--- config.mk ---
export PLATFORM = sky130hd
export DESIGN_NAME = wb_pipe_reg
export DESIGN_NICKNAME = d
export VERILOG_FILES = /design/src/rtl/wb_pipe_reg_pkg.sv /design/src/rtl/wb_pipe_reg_slot.sv /design/src/rtl/wb_pipe_reg.sv
export SDC_FILE = /design/constraint.sdc
export NUM_CORES = 1
export LEC_CHECK = 0
export ABC_CLOCK_PERIOD_IN_PS = 1950
export CORE_MARGIN = 2
export CORE_UTILIZATION = 41
export DETAILED_ROUTE_END_ITERATION = 8
export PLACE_DENSITY_LB_ADDON = 0.05
export SLEW_MARGIN = 25
export SYNTH_ARGS = -nofsm -noshare
export SYNTH_HDL_FRONTEND = slang
export SYNTH_SLANG_ARGS = --single-unit
--- constraint.sdc ---
create_clock -name clk -period 1.95 [get_ports clk]
set_input_delay 0.4875 -clock clk [delete_from_list [all_inputs] [get_ports clk]]
set_output_delay 0.4875 -clock clk [all_outputs]
set_load 0.01 [all_outputs]
--- src/rtl/wb_pipe_reg_pkg.sv ---
// rtl/wb_pipe_reg_pkg.sv - shared constants and state encodings for the MEM/WB pipeline register
package wb_pipe_reg_pkg;

    localparam int WB_CH_DEF = 1;
    localparam int WB_AW_DEF = 5;
    localparam int WB_DW_DEF = 32;

    localparam logic [4:0]  NOPRegAddr   = 5'b00000;
    localparam logic [31:0] ZeroWord     = 32'h0000_0000;
    localparam logic        WriteDisable = 1'b0;

    typedef logic [1:0] wb_state_t;

    // Encodings double as the entry count driven on the count port.
    localparam wb_state_t WB_EMPTY = 2'd0;
    localparam wb_state_t WB_ONE   = 2'd1;
    localparam wb_state_t WB_TWO   = 2'd2;

endpackage

--- src/rtl/wb_pipe_reg_slot.sv ---
// rtl/wb_pipe_reg_slot.sv - CH-wide write-back payload register with load, clear and x0 suppression
module wb_slot
    import wb_pipe_reg_pkg::*;
#(
    parameter int CH = WB_CH_DEF,
    parameter int AW = WB_AW_DEF,
    parameter int DW = WB_DW_DEF
) (
    input  logic             clk,
    input  logic             rst,
    input  logic             load,
    input  logic             clear,
    input  logic [CH*AW-1:0] in_wd,
    input  logic [CH-1:0]    in_wreg,
    input  logic [CH*DW-1:0] in_wdata,
    output logic [CH*AW-1:0] wd,
    output logic [CH-1:0]    wreg,
    output logic [CH*DW-1:0] wdata
);

    logic [CH-1:0] wreg_gated;

    // Writes to x0 are dropped at capture so downstream never sees them enabled.
    for (genvar i = 0; i < CH; i++) begin : g_x0
        assign wreg_gated[i] = in_wreg[i] && (in_wd[i*AW +: AW] != AW'(NOPRegAddr));
    end

    always_ff @(posedge clk) begin
        if (!rst || clear) begin
            wd    <= {CH{AW'(NOPRegAddr)}};
            wreg  <= {CH{WriteDisable}};
            wdata <= {CH{DW'(ZeroWord)}};
        end else if (load) begin
            wd    <= in_wd;
            wreg  <= wreg_gated;
            wdata <= in_wdata;
        end
    end

endmodule

--- src/rtl/wb_pipe_reg.sv ---
// rtl/wb_pipe_reg.sv - MEM/WB pipeline register, valid/ready both sides; WB_SKID_EN adds a skid slot
module wb_pipe_reg
    import wb_pipe_reg_pkg::*;
#(
    parameter int CH = WB_CH_DEF,
    parameter int AW = WB_AW_DEF,
    parameter int DW = WB_DW_DEF
) (
    input  logic             clk,
    input  logic             rst,
    input  logic             flush,
    input  logic             in_valid,
    output logic             in_ready,
    input  logic [CH*AW-1:0] in_wd,
    input  logic [CH-1:0]    in_wreg,
    input  logic [CH*DW-1:0] in_wdata,
    output logic             out_valid,
    input  logic             out_ready,
    output logic [CH*AW-1:0] out_wd,
    output logic [CH-1:0]    out_wreg,
    output logic [CH*DW-1:0] out_wdata,
    output logic [1:0]       count
);

    wb_state_t        state;
    wb_state_t        state_nx;
    logic             in_xfer;
    logic             out_xfer;
    logic             main_load;
    logic             main_clear;
    logic [CH*AW-1:0] main_wd;
    logic [CH-1:0]    main_wreg;
    logic [CH*DW-1:0] main_wdata;
    logic [CH*AW-1:0] src_wd;
    logic [CH-1:0]    src_wreg;
    logic [CH*DW-1:0] src_wdata;

    assign out_valid = (state != WB_EMPTY);
    assign in_xfer   = in_valid && in_ready;
    assign out_xfer  = out_valid && out_ready;
    assign count     = state;

`ifdef WB_SKID_EN
    logic             in_ready_q;
    logic             skid_load;
    logic [CH*AW-1:0] skid_wd;
    logic [CH-1:0]    skid_wreg;
    logic [CH*DW-1:0] skid_wdata;

    assign in_ready = in_ready_q;

    // Main refills from the skid slot when draining from TWO; otherwise from the input.
    assign src_wd    = (state == WB_TWO) ? skid_wd    : in_wd;
    assign src_wreg  = (state == WB_TWO) ? skid_wreg  : in_wreg;
    assign src_wdata = (state == WB_TWO) ? skid_wdata : in_wdata;

    always_comb begin
        state_nx   = state;
        main_load  = 1'b0;
        main_clear = 1'b0;
        skid_load  = 1'b0;
        if (flush) begin
            state_nx   = WB_EMPTY;
            main_clear = 1'b1;
        end else begin
            case (state)
                WB_EMPTY: begin
                    if (in_xfer) begin
                        state_nx  = WB_ONE;
                        main_load = 1'b1;
                    end
                end
                WB_ONE: begin
                    if (in_xfer && out_xfer) begin
                        main_load = 1'b1;
                    end else if (in_xfer) begin
                        state_nx  = WB_TWO;
                        skid_load = 1'b1;
                    end else if (out_xfer) begin
                        state_nx   = WB_EMPTY;
                        main_clear = 1'b1;
                    end
                end
                WB_TWO: begin
                    if (out_xfer) begin
                        state_nx  = WB_ONE;
                        main_load = 1'b1;
                    end
                end
                default: begin
                    state_nx   = WB_EMPTY;
                    main_clear = 1'b1;
                end
            endcase
        end
    end

    // Registered ready: derived from the next state, never from out_ready directly.
    always_ff @(posedge clk) begin
        if (!rst) begin
            in_ready_q <= 1'b1;
        end else begin
            in_ready_q <= (state_nx != WB_TWO);
        end
    end

    wb_slot #(.CH(CH), .AW(AW), .DW(DW)) u_skid (
        .clk      (clk),
        .rst      (rst),
        .load     (skid_load),
        .clear    (flush),
        .in_wd    (in_wd),
        .in_wreg  (in_wreg),
        .in_wdata (in_wdata),
        .wd       (skid_wd),
        .wreg     (skid_wreg),
        .wdata    (skid_wdata)
    );
`else
    assign in_ready  = !out_valid || out_ready;
    assign src_wd    = in_wd;
    assign src_wreg  = in_wreg;
    assign src_wdata = in_wdata;

    always_comb begin
        state_nx   = state;
        main_load  = 1'b0;
        main_clear = 1'b0;
        if (flush) begin
            state_nx   = WB_EMPTY;
            main_clear = 1'b1;
        end else if (in_xfer) begin
            state_nx  = WB_ONE;
            main_load = 1'b1;
        end else if (out_xfer) begin
            state_nx   = WB_EMPTY;
            main_clear = 1'b1;
        end
    end
`endif

    always_ff @(posedge clk) begin
        if (!rst) begin
            state <= WB_EMPTY;
        end else begin
            state <= state_nx;
        end
    end

    wb_slot #(.CH(CH), .AW(AW), .DW(DW)) u_main (
        .clk      (clk),
        .rst      (rst),
        .load     (main_load),
        .clear    (main_clear),
        .in_wd    (src_wd),
        .in_wreg  (src_wreg),
        .in_wdata (src_wdata),
        .wd       (main_wd),
        .wreg     (main_wreg),
        .wdata    (main_wdata)
    );

    assign out_wd    = main_wd;
    assign out_wreg  = main_wreg & {CH{out_valid}};
    assign out_wdata = main_wdata;

endmodule

==> impl_results.md, run 1 <==
- Status: finished clean
- Die Wd: 64.9 um
- Synth Register Bits: 39
- Overflow after GRT: 0
- Routed vias/inst: 4.60
- Hold Crit Class: reg2reg
- Minimum clock period after layout: 1.87 ns
- Synthesized area per cell: 8.55 um2
- Post-DRT Antenna Nets: 0
- Synth Net Count: 221
- Syn. warnings: 0
- Clk sink count: 39
- Worst skew pair latency: 0.28 ns
- Crit path kind: in2out
- Hold Path Depth: 2
- F_max: 535 MHz
- Number of distinct library cells after synthesis: 21
- Hold_sp: u_main.wdata[10]
- Final setup fails: 0
- RePlAce Congestion: 0.724
- N_diodes: 0
- Top FF cell, synth: dfxtp_1
- Fin Clk Skew: 0.00693 ns
- GRT Overall Usage: 0.180
- Max-cap violations: 0
- Largest net degree at the start of global routing: 32
- Clock Path Buffers: 2
- Vias: 1440
- Top-area cell type share of the netlist area: 0.513
- Reg-to-reg slack, setup: 0.57 ns
- PD cells: 688 mW/mm2
- Startpoint types: primary input
- Iter 0 DRT Violations: 82
- Root Driver: clkbuf_8
- Final wirelength: 3520 um
- Synth area leader: dfxtp_1
- Most frequent cell after synthesis: nand2_1
- Hold Violations, Final: 0
- DRT Pass-1 Iters: 4
- CP Data Arrival Time: 1.38 ns
- CP Cell Sequence: dlygate4sd2_1 -> nor2b_4 -> inv_2 -> clkdlybuf4s50_1
- Initial core utilization: 0.422
- Critical Path RT: 1.46 ns
- I/O pin cnt: 85
- Critical path peak fanout: 2
- Post-route setup TNS: 0 ns
- First-pass GRT wire length: 5910 um
- Area growth from synthesis to layout: 66.5%
- Period utilisation layout: 0.959
- Hpwl dp: 2550 um
- Internal power: 1.37 mW
- Worst R2R Start: count[0]
- DRC Markers: 0
- Flop pwr share: 0.472
- Commonest cells in the netlist: 65 x nand2_1, 39 x dfxtp_1, 28 x a21oi_1, 10 x a21oi_2, 10 x nand2_2
- Vert. Die Dim: 64.9 um
- Worst setup EP type: primary output
- Worst vdd ir: 0.550 mV
- Fin util: 0.703
- Cells after Synth: 178
- Slew Viols, Final: 0
- Mapped Area: 0.00152 mm2
- Antenna violations before repair: 0
- RSZ-0062 raised after global routing: false
- Seq/Total Area, Yosys: 0.513
- Port Buffers: 83
- Slowest-stage cell, CP: clkdlybuf4s50_1
- Vias in the first global route: 1366
- Post-synth EDFFs: 0
- Clock network power share: 0.389
- Sequential cell area: 781 um2
- Clock Pin Slew Worst Setup and Hold Paths: 0.07 ns
- CTS H-tree depth: 2
- Area of the multi-input gates: 629 um2
- Combinational share of power: 0.138
- Share of layout cells above drive strength 1: 0.158
- Sw frac: 0.212
- Sw power: 0.370 mW
- Synth top area cells: dfxtp_1 51%, nand2_1 16%, a21oi_1 9.2%, a21oi_2 5.8%, nand2_2 4.1%
- Die ar.: 0.00421 mm2
- Hold Crit Endpoint: u_main.wdata[10]
- Slowest stage delay, CP: 0.46 ns
- FF-to-FF path depth: 6
- Core box area: 0.00361 mm2
- Asr flop ratio synth: 0
- Fin nets: 307
- Row cnt: 22
- Inserted Clock Buffers: 5
- Wire per inst: 11.3 um
- Number of fillers in the final layout: 302
- Leakage power: 0.878 nW
- Reg-to-reg endpoint: u_main.wdata[1]
- TritonCTS clock tree: yes
==> cells by family after synthesis <==
| group | after synthesis | share of synthesized area |
|---|---|---|
| other | 1 | 0.00246 |
| flip-flops | 39 | 0.513 |
| AND/OR/NAND/NOR | 84 | 0.252 |
| buffers and inverters | 15 | 0.0773 |
| AO/OA/AOI/OAI | 39 | 0.155 |
==> cell usage in the layout (no fill, tap or decap) <==
cell / n
nand2_2: 10
dfxtp_1: 39
buf_12: 3
clkinv_2: 1
conb_1: 1
inv_2: 1
nand3b_2: 1
buf_4: 7
nor3b_4: 1
nor2b_4: 1
nand2_1: 65
a21oi_2: 10
clkbuf_8: 6
clkdlybuf4s50_1: 82
nand3b_1: 2
o211ai_1: 1
a21oi_1: 28
bufinv_16: 1
or4_1: 1
nor3b_1: 1
dlygate4sd2_1: 1
and2_1: 1
nor2_1: 1
==> stage by stage <==
step	instances	total power, mW	hold WS [ns]	setup WS (ns)	area [um2]
2_1_floorplan	178	0.940	0.432	0.601	1520
3_3_place_gp	305	1.08	0.442	-0.166	2420
3_5_place_dp	305	1.09	0.447	-0.171	2420
4_1_cts	313	1.76	0.457	0.0782	2530
5_1_grt	313	1.82	0.474	0.0337	2530
6_report	313	1.74	0.454	0.0798	2530
==> repair_timing <==
action / 4_1_cts / 5_1_grt
endpoints found under the hold margin: 0 / 0
resized for setup: 1 / 0
endpoints found under the setup margin: 1 / 0
hold buffers: 0 / 0
setup buffers: 0 / 0
==> area by class of cell <==
cell class	instances	area share
multi-input combinational	124	0.248
clock inverter	2	0.0138
tap	48	0.0237
inverter	1	0.00148
sequential	39	0.308
timing repair buffer	93	0.372
clock buffer	6	0.0326
==> flip-flops by register name, summed over array words and instances, names as in the netlist <==
signal,count
u_main.wreg,1
u_main.wd,5
u_main.wdata,32
count,1
==> worst max-delay path by stage <==
stage / start / to
3_3_place_gp: out_ready / in_ready
6_report: out_ready / in_ready
5_1_grt: count[0] / in_ready
3_5_place_dp: out_ready / in_ready
2_1_floorplan: in_wd[0] / u_main.wreg
4_1_cts: out_ready / in_ready
==> power by group through the flow <==
| stage | combinational (mW) | sequential (mW) | clock [mW] |
|---|---|---|---|
| final | 0.241 | 0.823 | 0.679 |
| after global routing | 0.263 | 0.825 | 0.732 |
| after CTS | 0.244 | 0.823 | 0.696 |
| after detailed placement | 0.244 | 0.842 | 0 |
| after global placement | 0.243 | 0.841 | 0 |
| after floorplan | 0.0902 | 0.850 | 0 |
==> worst max-delay path, delay by kind of cell <==
kind,cells,cell delay (ns)
buf+inv,3,0.77
simple gates,1,0.12
==> per-layer routing <==
metal,vias to the layer above,global-route usage,routed length [um]
met2,47,0.313,1690
met5,-,0,0
li1,743,-,-
met4,0,0.0319,18
met1,648,0.206,1540
met3,2,0.0799,275
Power figures use the tool's default switching activity.
==> run 2, diff against run 1 <==
--- a/config.mk
+++ b/config.mk
@@ -5,12 +5,14 @@
 export SDC_FILE = /design/constraint.sdc
 export NUM_CORES = 1
 export LEC_CHECK = 0
+export ABC_AREA = 1
 export ABC_CLOCK_PERIOD_IN_PS = 1950
 export CORE_MARGIN = 2
-export CORE_UTILIZATION = 41
+export CORE_UTILIZATION = 40
 export DETAILED_ROUTE_END_ITERATION = 8
 export PLACE_DENSITY_LB_ADDON = 0.05
 export SLEW_MARGIN = 25
 export SYNTH_ARGS = -nofsm -noshare
 export SYNTH_HDL_FRONTEND = slang
+export SYNTH_HIERARCHICAL = 1
 export SYNTH_SLANG_ARGS = --single-unit
==> run 2 against run 1 <==
Net effect: flip-flop and latch count unchanged; critical endpoint unchanged; wire length shrank 3.5%; global-route usage fell by 0.35 points; die area shrank 2.6%; worst setup slack better by 0.044 ns; final area shrank 6.5%; sequential share of layout area grew 2.2 points; largest power group unchanged; area after synthesis decreased by 5.2%; non-clock buffer count down 5.
==> impl_results.md, run 2 <==
- Port Buffers: 83
- Asr flop ratio synth: 0
- Antenna violations before repair: 0
- Worst setup EP type: primary output
- Clock network power share: 0.266
- Synthesized area per cell: 7.55 um2
- Die ar.: 0.00410 mm2
- Cells after Synth: 191
- Wire per inst: 10.6 um
- Final wirelength: 3400 um
- Share of layout cells above drive strength 1: 0.0691
- Period utilisation layout: 0.937
- Post-synth EDFFs: 0
- Reg-to-reg endpoint: u_main/wdata[25]
- Clk sink count: 39
- F_max: 548 MHz
- Synth Register Bits: 39
- Startpoint types: primary input
- Post-DRT Antenna Nets: 0
- Synth Net Count: 234
- Fin nets: 317
- Crit path kind: in2out
- Seq/Total Area, Yosys: 0.541
- Final worst setup slack: 0.124 ns
- Top Registers: u_main/wdata x32, u_main/wd x5
- DRT Pass-1 Iters: 4
- RePlAce Congestion: 0.686
- Clock Path Buffers: 2
- Flop pwr share: 0.575
- Internal power: 1.09 mW
- Core box area: 0.00339 mm2
- PD cells: 604 mW/mm2
- Largest net degree at the start of global routing: 37
- Status: finished clean
- Syn. warnings: 6
- Slowest stage delay, CP: 0.48 ns
- Row cnt: 21
- Hpwl dp: 2370 um
- Worst-Margin Slew: 0.611 ns
- Clock Pin Slew Worst Setup and Hold Paths: 0.11 ns
- Iter 0 DRT Violations: 49
- Fin Clk Skew: 0.00403 ns
- Max reg flops: 32
- Largest Register: u_main/wdata
- Most common cell after layout, fill and taps aside: clkdlybuf4s50_1
- Slowest-stage cell, CP: clkdlybuf4s50_1
- Hold Path Depth: 2
- Hold Crit Class: reg2reg
- Commonest non-fill, non-tap cells in the layout: 82 x clkdlybuf4s50_1, 80 x nand2_1, 38 x dfxtp_1
- Max-cap violations: 0
- Hold_sp: u_main/wdata[4]
- Leakage power: 0.863 nW
- Top FF cell, synth: dfxtp_1
- Root Driver: clkbuf_4
- Minimum clock period after layout: 1.83 ns
- Combinational share of power: 0.158
- Area growth from synthesis to layout: 64.3%
- I/O pin cnt: 85
- Worst vdd ir: 0.404 mV
- Synth area leader: dfxtp_1
- Max-Slew Margin vs Limit: 0.592
- Commonest cells in the netlist: 80 x nand2_1, 39 x dfxtp_1, 36 x a21oi_1, 8 x buf_2, 8 x inv_1
- Initial core utilization: 0.426
- Post-CTS Setup Bufs: 0
- Number of distinct library cells after synthesis: 14
- Vias in the first global route: 1277
- Hold Slack: 0.463 ns
- Slew Viols, Final: 0
- Critical path peak fanout: 2
- CP Cell Sequence: clkdlybuf4s50_1 -> inv_1 -> nand2_2 -> dlygate4sd2_1
- First-pass GRT wire length: 5700 um
- Routed vias/inst: 4.41
- GRT Overall Usage: 0.177
- Overflow after GRT: 0
- Synth top area cells: dfxtp_1 54%, nand2_1 21%, a21oi_1 12%, buf_2 2.8%, inv_1 2.1%
- Die Wd: 64.1 um
- Vert. Die Dim: 64.1 um
- Sw power: 0.341 mW
- FF-to-FF path depth: 7
- Sw frac: 0.238
- TritonCTS clock tree: yes
- Worst R2R Start: count[0]
- Final setup fails: 0
- DRC Markers: 0
- Most frequent cell after synthesis: nand2_1
- Mapped Area: 0.00144 mm2
- Critical Path RT: 1.46 ns
- Hold Violations, Final: 0
- Vias: 1416
- Pre-CTS setup slack: -0.142 ns
- CTS H-tree depth: 2
- Hold Crit Endpoint: u_main/wdata[4]
- Reg-to-reg slack, setup: 0.60 ns
- N_diodes: 0
- RSZ-0062 raised after global routing: false
- Inserted Clock Buffers: 5
- CP Data Arrival Time: 1.34 ns
- Worst skew pair latency: 0.33 ns
- Top-area cell type share of the netlist area: 0.541
## run 2: cell count changes in the layout (fill, tap and decap cells not counted), moves of 6 or more
cell      delta
a21oi_2      -9
clkbuf_8     -6
nand2_1     +15
nand2_2      -8
inv_1        +8
a21oi_1      +8
## run 2: power groups by stage
stage / Clock (mW) / Sequential [mW] / Combinational (mW)
after floorplan: 0 / 0.850 / 0.0784
after global placement: 0 / 0.841 / 0.228
after detailed placement: 0 / 0.842 / 0.228
after CTS: 0.400 / 0.824 / 0.229
after global routing: 0.442 / 0.827 / 0.250
final: 0.381 / 0.824 / 0.227
## run 2: cell type report
cell class	instances	area (um2)
clock buffers	7	45.0
clock inverters	1	5.00
fillers	292	1020
inverters	10	37.5
multi-input cells	130	551
flip-flops and latches	39	782
well taps	46	57.6
repair buffers	88	892
## run 2: worst max path at each step
stage	from	endpoint	slack, ns
6_report	out_ready	in_ready	0.12
5_1_grt	count[0]	out_wreg	0.06
4_1_cts	count[0]	out_wreg	0.06
3_5_place_dp	out_ready	in_ready	-0.14
3_3_place_gp	out_ready	in_ready	-0.12
2_1_floorplan	out_ready	u_main/wdata[12]	0.63
## run 2: layer usage
metal | share of wire | wire length (um) | global-route usage | vias to the layer above
met5 | 0 | 0 | 0 | -
met4 | 0.010 | 34 | 0.0571 | 0
met3 | 0.086 | 291 | 0.0775 | 4
met2 | 0.47 | 1590 | 0.286 | 51
met1 | 0.44 | 1480 | 0.210 | 605
li1 | - | - | - | 756
## run 2: cell families after synthesis
logic type | count (synthesis) | share of synthesized area
other cells | 1 | 0.00260
buf+inv | 22 | 0.0772
compound gates | 37 | 0.131
simple gates | 92 | 0.248
flops | 39 | 0.541
## run 2: worst max-delay path, delay by kind of cell
kind                   cells  cell delay (ns)
buffers and inverters      3             0.79
and+or+nand+nor            1             0.06
## run 2: what timing repair did
item,CTS,global route
cloned,0,0
hold buffers,0,0
endpoints found under the hold margin,0,0
setup endpoints to repair,1,1
resized for setup,1,1
## run 2: stage by stage
step / cell area [um2] / util / std cells / power (mW) / TNS, ns
floorplan: 1440 / - / 191 / 0.929 / 0
global placement: 2320 / 0.684 / 313 / 1.07 / -0.761
detailed placement: 2320 / 0.684 / 313 / 1.07 / -1.32
CTS: 2370 / 0.699 / 321 / 1.45 / 0
global route: 2370 / 0.699 / 321 / 1.52 / 0
finish: 2370 / 0.699 / 321 / 1.43 / 0
